==> src/rtl/aud_record_writer.sv <==
// -----------------------------------------------------------------------------
// aud_record_writer
//
// Record path for the codec's ADC. Takes the I2S bit stream on the bit clock,
// keeps one channel, and writes each finished 16-bit sample to SRAM with a
// single-cycle write strobe at an address that counts up from zero. The
// controller starts, pauses, resumes and stops recording. It reads back the
// number of samples written so playback knows how much to play.
//
// Ports
//   i_clk        codec bit clock (BCLK); all logic runs on its rising edge
//   i_rst_n      asynchronous active-low reset
//   i_lrc        ADC LR clock from the codec
//   i_adc_dat    ADC serial data, MSB first
//   i_start      level: start a new recording (from IDLE) or resume (from PAUSE)
//   i_pause      level: pause request
//   i_stop       level: stop request
//   o_sram_addr  SRAM word address for the write
//   o_sram_data  SRAM write data
//   o_sram_we    write strobe, high for one cycle per sample
//   o_length     samples written since the last start from IDLE
//   o_busy       high in every state except IDLE
//   o_full       sticky: recording ended because MAX_ADDR was written
// -----------------------------------------------------------------------------
module aud_record_writer #(
    parameter bit          CHANNEL  = 1'b0,      // LRC level of captured channel
    parameter logic [19:0] MAX_ADDR = 20'hFFFFF  // last writable word address
) (
    input  logic        i_clk,
    input  logic        i_rst_n,
    input  logic        i_lrc,
    input  logic        i_adc_dat,
    input  logic        i_start,
    input  logic        i_pause,
    input  logic        i_stop,
    output logic [19:0] o_sram_addr,
    output logic [15:0] o_sram_data,
    output logic        o_sram_we,
    output logic [20:0] o_length,
    output logic        o_busy,
    output logic        o_full
);

    typedef enum logic [2:0] {
        ST_IDLE,
        ST_WAIT_LRC,
        ST_SHIFT,
        ST_WRITE,
        ST_PAUSE
    } state_t;

    state_t      state_q,      state_d;
    logic        lrc_dly_q,    lrc_dly_d;
    logic [3:0]  bit_cnt_q,    bit_cnt_d;
    logic [15:0] shift_q,      shift_d;
    logic        pause_pend_q, pause_pend_d;
    logic [19:0] addr_q,       addr_d;
    logic [15:0] data_q,       data_d;
    logic        we_q,         we_d;
    logic [20:0] length_q,     length_d;
    logic        full_q,       full_d;

    logic frame_edge;

    // First cycle of the captured channel's LRC phase. In I2S this cycle is the
    // one-bit delay slot, so its data bit is not part of the sample.
    assign frame_edge = (i_lrc == CHANNEL) && (lrc_dly_q != CHANNEL);

    always_comb begin
        // NOTE: every signal assigned below gets a default first, so paths that
        // do not touch it hold state instead of inferring a latch.
        state_d      = state_q;
        lrc_dly_d    = i_lrc;
        bit_cnt_d    = bit_cnt_q;
        shift_d      = shift_q;
        pause_pend_d = pause_pend_q;
        addr_d       = addr_q;
        data_d       = data_q;
        we_d         = 1'b0;
        length_d     = length_q;
        full_d       = full_q;

        unique case (state_q)
            ST_IDLE: begin
                // Address, length and full hold in IDLE until the next start.
                // A start clears them.
                if (i_start && !i_stop && !i_pause) begin
                    state_d      = ST_WAIT_LRC;
                    addr_d       = '0;
                    length_d     = '0;
                    full_d       = 1'b0;
                    pause_pend_d = 1'b0;
                end
            end

            ST_WAIT_LRC: begin
                if (i_stop) begin
                    state_d = ST_IDLE;
                end else if (i_pause) begin
                    state_d = ST_PAUSE;
                end else if (frame_edge) begin
                    state_d   = ST_SHIFT;
                    bit_cnt_d = '0;
                end
            end

            ST_SHIFT: begin
                if (i_stop) begin
                    // Drop the partial sample. Nothing is written.
                    state_d      = ST_IDLE;
                    pause_pend_d = 1'b0;
                end else begin
                    shift_d   = {shift_q[14:0], i_adc_dat};
                    bit_cnt_d = bit_cnt_q + 4'd1;
                    if (i_pause) begin
                        pause_pend_d = 1'b1;
                    end
                    if (bit_cnt_q == 4'd15) begin
                        // The strobe is registered, so it is high exactly
                        // during the WRITE cycle.
                        state_d = ST_WRITE;
                        data_d  = {shift_q[14:0], i_adc_dat};
                        we_d    = 1'b1;
                    end
                end
            end

            ST_WRITE: begin
                length_d     = length_q + 21'd1;
                pause_pend_d = 1'b0;
                if (addr_q == MAX_ADDR) begin
                    full_d  = 1'b1;
                    state_d = ST_IDLE;
                end else begin
                    addr_d = addr_q + 20'd1;
                    if (i_stop) begin
                        state_d = ST_IDLE;
                    end else if (pause_pend_q || i_pause) begin
                        state_d = ST_PAUSE;
                    end else begin
                        state_d = ST_WAIT_LRC;
                    end
                end
            end

            ST_PAUSE: begin
                // Resume through WAIT_LRC so capture starts on a clean frame.
                if (i_stop) begin
                    state_d = ST_IDLE;
                end else if (i_start && !i_pause) begin
                    state_d = ST_WAIT_LRC;
                end
            end

            default: state_d = ST_IDLE;
        endcase
    end

    // NOTE: sequential state uses non-blocking assignments only, so every flop
    // samples the values from before the edge.
    always_ff @(posedge i_clk or negedge i_rst_n) begin
        if (!i_rst_n) begin
            state_q      <= ST_IDLE;
            lrc_dly_q    <= 1'b0;
            bit_cnt_q    <= '0;
            shift_q      <= '0;
            pause_pend_q <= 1'b0;
            addr_q       <= '0;
            data_q       <= '0;
            we_q         <= 1'b0;
            length_q     <= '0;
            full_q       <= 1'b0;
        end else begin
            state_q      <= state_d;
            lrc_dly_q    <= lrc_dly_d;
            bit_cnt_q    <= bit_cnt_d;
            shift_q      <= shift_d;
            pause_pend_q <= pause_pend_d;
            addr_q       <= addr_d;
            data_q       <= data_d;
            we_q         <= we_d;
            length_q     <= length_d;
            full_q       <= full_d;
        end
    end

    assign o_sram_addr = addr_q;
    assign o_sram_data = data_q;
    assign o_sram_we   = we_q;
    assign o_length    = length_q;
    assign o_busy      = (state_q != ST_IDLE);
    assign o_full      = full_q;

endmodule

==> config.mk <==
export PLATFORM = sky130hd
export DESIGN_NAME = aud_record_writer
export DESIGN_NICKNAME = d
export VERILOG_FILES = /design/src/rtl/aud_record_writer.sv
export SDC_FILE = /design/constraint.sdc
export NUM_CORES = 1
export LEC_CHECK = 0
export CAP_MARGIN = 20
export CORE_UTILIZATION = 60
export DETAILED_ROUTE_END_ITERATION = 8
export DONT_BUFFER_PORTS = 1
export PLACE_DENSITY = 0.74
export SYNTH_ARGS = -nofsm -noshare
export SYNTH_HDL_FRONTEND = slang
export SYNTH_SLANG_ARGS = --single-unit
==> constraint.sdc <==
create_clock -name i_clk -period 2.55 [get_ports i_clk]
set_input_delay 0.255 -clock i_clk [delete_from_list [all_inputs] [get_ports i_clk]]
set_output_delay 0.255 -clock i_clk [all_outputs]
set_load 0.05 [all_outputs]
# After elaboration in Yosys (flattened, before gate mapping)

Cells that the tools add are included.

Add/subtract/negate cells: 3
Eq/ne operators: 17
Reduce and logical (&&, ||, !) cells: 20
Bitwise gates (word level): 2
Mux-type cells: 31

Operators by type and width:

| kind                  | count |
|---|---|
| $pmux 21 s2           | 1 |
| $mux 20               | 2 |
| $pmux 20 s2           | 1 |
| $mux 3                | 11 |
| $add 21x1->21 const B | 1 |
| $mux 21               | 1 |
| $add 20x1->20 const B | 1 |
| $eq 20x20->1 const B  | 1 |
| $mux 4                | 4 |
| $pmux 3 s5            | 1 |
| $ne 2x2->1 const B    | 7 |
| $reduce_and 3->1      | 4 |
| $ne 3x3->1 const B    | 3 |
| $pmux 4 s2            | 1 |
| $mux 1                | 7 |
| $eq 3x2->1 const B    | 2 |
| $reduce_bool 3->1     | 2 |
| $reduce_and 5->1      | 1 |
| $add 4x1->4 const B   | 1 |
| $eq 4x4->1 const B    | 1 |
| $logic_and 1x1->1     | 4 |
| $ne 4x4->1 const B    | 1 |
| $reduce_and 2->1      | 2 |
| $reduce_and 4->1      | 1 |
| 9 further kinds       | 12 |

Flip-flop bits (word level): 83
Logic and storage cells: 83

# Longest topological paths before layout

Depth in word-level cells: 6
Depth in mapped cells: 6
Gate-level depth less buffers: 5

# Worst setup path before layout

No wires, ideal clock.

Path type: register to register
From: reg addr_q[0] (netlist: o_sram_addr[0])
To: reg addr_q[18] (netlist: o_sram_addr[18])
Clock period less this slack: 2.072 ns
Cell stages (with the launch flop): 7
Buffers on the path: 1
Setup slack: 0.478 ns
Setup time: 0.078 ns
Data arrival time: 1.994 ns
Path through: dfrtp_1 ha_1 and3_1 nand3_4 buf_6 or4_1 a21oi_1

Word-level cells in the longest chain between the ends: 3

RTL lines:

| item                                                   | line     | text |
|---|---|---|
| start: declaration                                     | 57       | `logic [19:0] addr_q, addr_d;` |
| start signal: assignment                               | 179      | `addr_q <= addr_d;` |
| $add 20x1->20 / $eq 20x20->1 (equally long branches)   | 135, 131 |  |
| $mux 20 / $ne 2x2->1 (equally long branches)           | -        |  |
| $pmux 20 s2 / $reduce_and 3->1 (equally long branches) | -        |  |

Parallel ways exist; a longest one is shown, timed or not. The select of a mux whose other input is x is not followed.
A chain may end at the register's enable or synchronous reset.

# Worst setup path after layout

From: reg state_q[2]
To: reg length_q[18] (netlist: o_length[18])

Word-level cells in the longest chain between the ends: 3

RTL lines:

| item                                                             | line | text |
|---|---|---|
| start: declaration                                               | 52   | `state_t state_q, state_d;` |
| start signal: assignment                                         | 174  | `state_q <= state_d;` |
| $eq 3x2->1 / $logic_not 3->1 (equally long branches)             | 83   | `unique case (state_q)` |
| $reduce_bool 2->1 (no line) / $ne 2x2->1 (equally long branches) | -    |  |
| $reduce_and 2->1 (no line)                                       | -    |  |
| end signal: assignment                                           | 182  | `length_q <= length_d;` |
| end: declaration                                                 | 60   | `logic [20:0] length_q, length_d;` |

Parallel ways exist; a longest one is shown, timed or not.

==> run metrics <==
Setup violations, final 0; relative slew slack 0.481; Final nets 430; total power 3300 uW; gp weighted congestion 0.836; H-Tree Level Count 3; commonest non-fill, non-tap cells in the layout 83 x dfrtp_1, 42 x nand2_1, 42 x buf_4, 31 x mux2_2, 22 x a21oi_1; Reg2Reg Setup Slack around 0.44 ns; Synthesized Nets 393; final slew viol count 0; Worst Setup SP state_q[2]; EDFF count, synth 0; worst r2r src state_q[2]; largest net degree at the start of global routing 84; fraction of layout cells with a size suffix above 1 0.224; maximum buffer depth of the clock tree 2; crit path to o_length[18]; multi-input logic area 0.00188 mm2; Worst Tran Pin Value 0.771 ns; crit end category register; arrival time at the worst endpoint 2.36 ns; top cell type's share of synthesized area 0.511; CP max FO 28; clock skew 0.0114 ns; first-pass GRT wire length 14600 um; final WL roughly 8500 um; initial antenna violation count 0; vias per std cell around 6.3; worst hold path class input port to register; initial core utilization 0.629; synthesized area per cell approximately 11 um2; post-DR wirelength/cell 16.9 um; drt first pass iters 6; Peak VDD IR 554 uV; placed insts about 480; post-route insts no fill around 500; die height around 84 um; Final Hold Fails 0; TritonCTS clock tree done; max cap viols 0; register area ~0.0021 mm2; Synth cell types 46; GRT Total Usage 0.259; status finished, violations left; Main synth FF type dfrtp_1; FFs w/ async S/R, synth 1.00; # Post-CTS Setup Buffers 0; post-synth top area cell dfrtp_1; layout overhead on the synthesized area 14.7%; Sink Count 83; Tmin final 2.11 ns; DRC 4; Die Wd 84.3 um; 1st-iter DRT viols about 200; CP startpoint kind register; WP data required 2.80 ns; dpl hpwl 5930 um; failing checks design-rule violations; Synth area leaders dfrtp_1 51%, mux2_2 8.6%, nand2_1 3.9%; TNS Setup 0 ns; Cell Area, Synth 0.00407 mm2; post-synthesis sequential area ratio 0.511; unrepaired setup endpoints after global routing no; Yosys warning count 0; Power Density 707 mW/mm2; standard-cell rows 29; period utilization 0.827; CTS clock-pin slew for the worst setup and hold paths 0.08 ns; Max Clock Freq 474 MHz; worst r2r path cells 5; Filler cells 483; io pins 67; clk root buf clkbuf_8; CTS buffer count 9; latest clock arrival within the worst-skew pair approximately 0.35 ns; vias between 3000 and 4000; core box area 0.00646 mm2; post-synthesis cell count 383; Leakage approximately 0.0021 uW; Die Area 0.00711 mm2; Crit Path Class register to register; most common cell after layout, fill and taps aside dfrtp_1; vias in the first global route 3162; hold slack 0.0582 ns; Seq cells post-synth 83; Ant. Diodes 0; count of input and output buffers 0; post-route antenna net violation count 0; R2R Path End o_length[18]; Overflow after GRT 0
report_power, final:
part / switching [uW] / internal [uW]
Sequential: 193 / 1430
Clock: 464 / 554
Combinational: 452 / 204
Total: 1110 / 2190
critical path: stages, from the launching register on:
cell     delay [ns]
dfrtp_1        0.55
and3b_1        0.28
buf_4          0.29
nand3_1        0.27
or2_2          0.37
o31ai_1        0.24
through the flow:
| stage | util | setup slack, ns | instance area [um2] |
|---|---|---|---|
| 6_report | 0.722 | 0.442 | 4660 |
| 5_1_grt | 0.722 | 0.284 | 4660 |
| 4_1_cts | 0.722 | 0.450 | 4660 |
| 3_5_place_dp | 0.679 | 0.470 | 4390 |
| 3_3_place_gp | 0.679 | 0.554 | 4390 |
| 2_1_floorplan | - | 0.478 | 4070 |
kinds of logic after synthesis:
| kind of cell | share of synthesized area |
|---|---|
| mux | 0.123 |
| fa+ha+maj | 0.0117 |
| flops | 0.511 |
| buf+inv | 0.0292 |
| compound gates | 0.126 |
| simple gates | 0.200 |
layout make-up:
cell class | instances | area share
clock buffer | 10 | 0.0274
clock inverter | 6 | 0.0193
inverter | 6 | 0.00483
multi-input combinational | 274 | 0.402
sequential | 83 | 0.446
tap | 77 | 0.0207
timing repair buffer | 46 | 0.0800
sequential cells by signal, summed over array words and instances (netlist names):
name and cells:
o_length 21, o_sram_addr 20, pause_pend_q 1, o_full 1, o_sram_we 1, bit_cnt_q 4
state_q 3, shift_q 15, o_sram_data 16, lrc_dly_q 1
timing repair:
item	4_1_cts	5_1_grt
hold buffers	4	0
endpoints found under the hold margin	85	0
resized for setup	0	0
per-layer routing:
metal  up-vias  track usage  wire length [um]
met5         -            0                 0
met1      1558        0.347              3800
li1       1521            -                 -
met4         0        0.105               119
met2        83        0.410              4060
met3        14       0.0619               528
cells in the mapped netlist (2+ instances only):
master    number
a21o_1         3
a21oi_1       22
a31oi_1        8
and3_1        13
and4_1         5
buf_2          5
buf_6          2
clkbuf_1      12
dfrtp_1       83
ha_1           3
inv_1          6
mux2_2        31
mux2i_1       15
nand2_1       42
nand2b_1       9
nand3_1       17
nand3b_1       4
nand4_1       14
nor2_1         6
nor2b_1        2
nor3_1         4
nor4_1         5
nor4b_1        2
o211ai_1       5
o21ai_0       19
o22ai_1        2
o311ai_0       4
o31ai_1        9
o41ai_1        2
or2_2          2
or3_1          4
or4_1          9
worst min-delay path by stage:
stage,slack (ns),cells after the start,to,from
finish,0.06,1,o_sram_data[0],i_adc_dat
global route,0.04,1,o_sram_data[0],i_adc_dat
CTS,0.05,1,o_sram_data[0],i_adc_dat
detailed placement,-0.04,0,o_sram_addr[10],i_rst_n
global placement,-0.04,0,o_sram_addr[10],i_rst_n
floorplan,-0.04,0,bit_cnt_q[0],i_rst_n
Note: power is estimated with default switching activity, not from simulation.
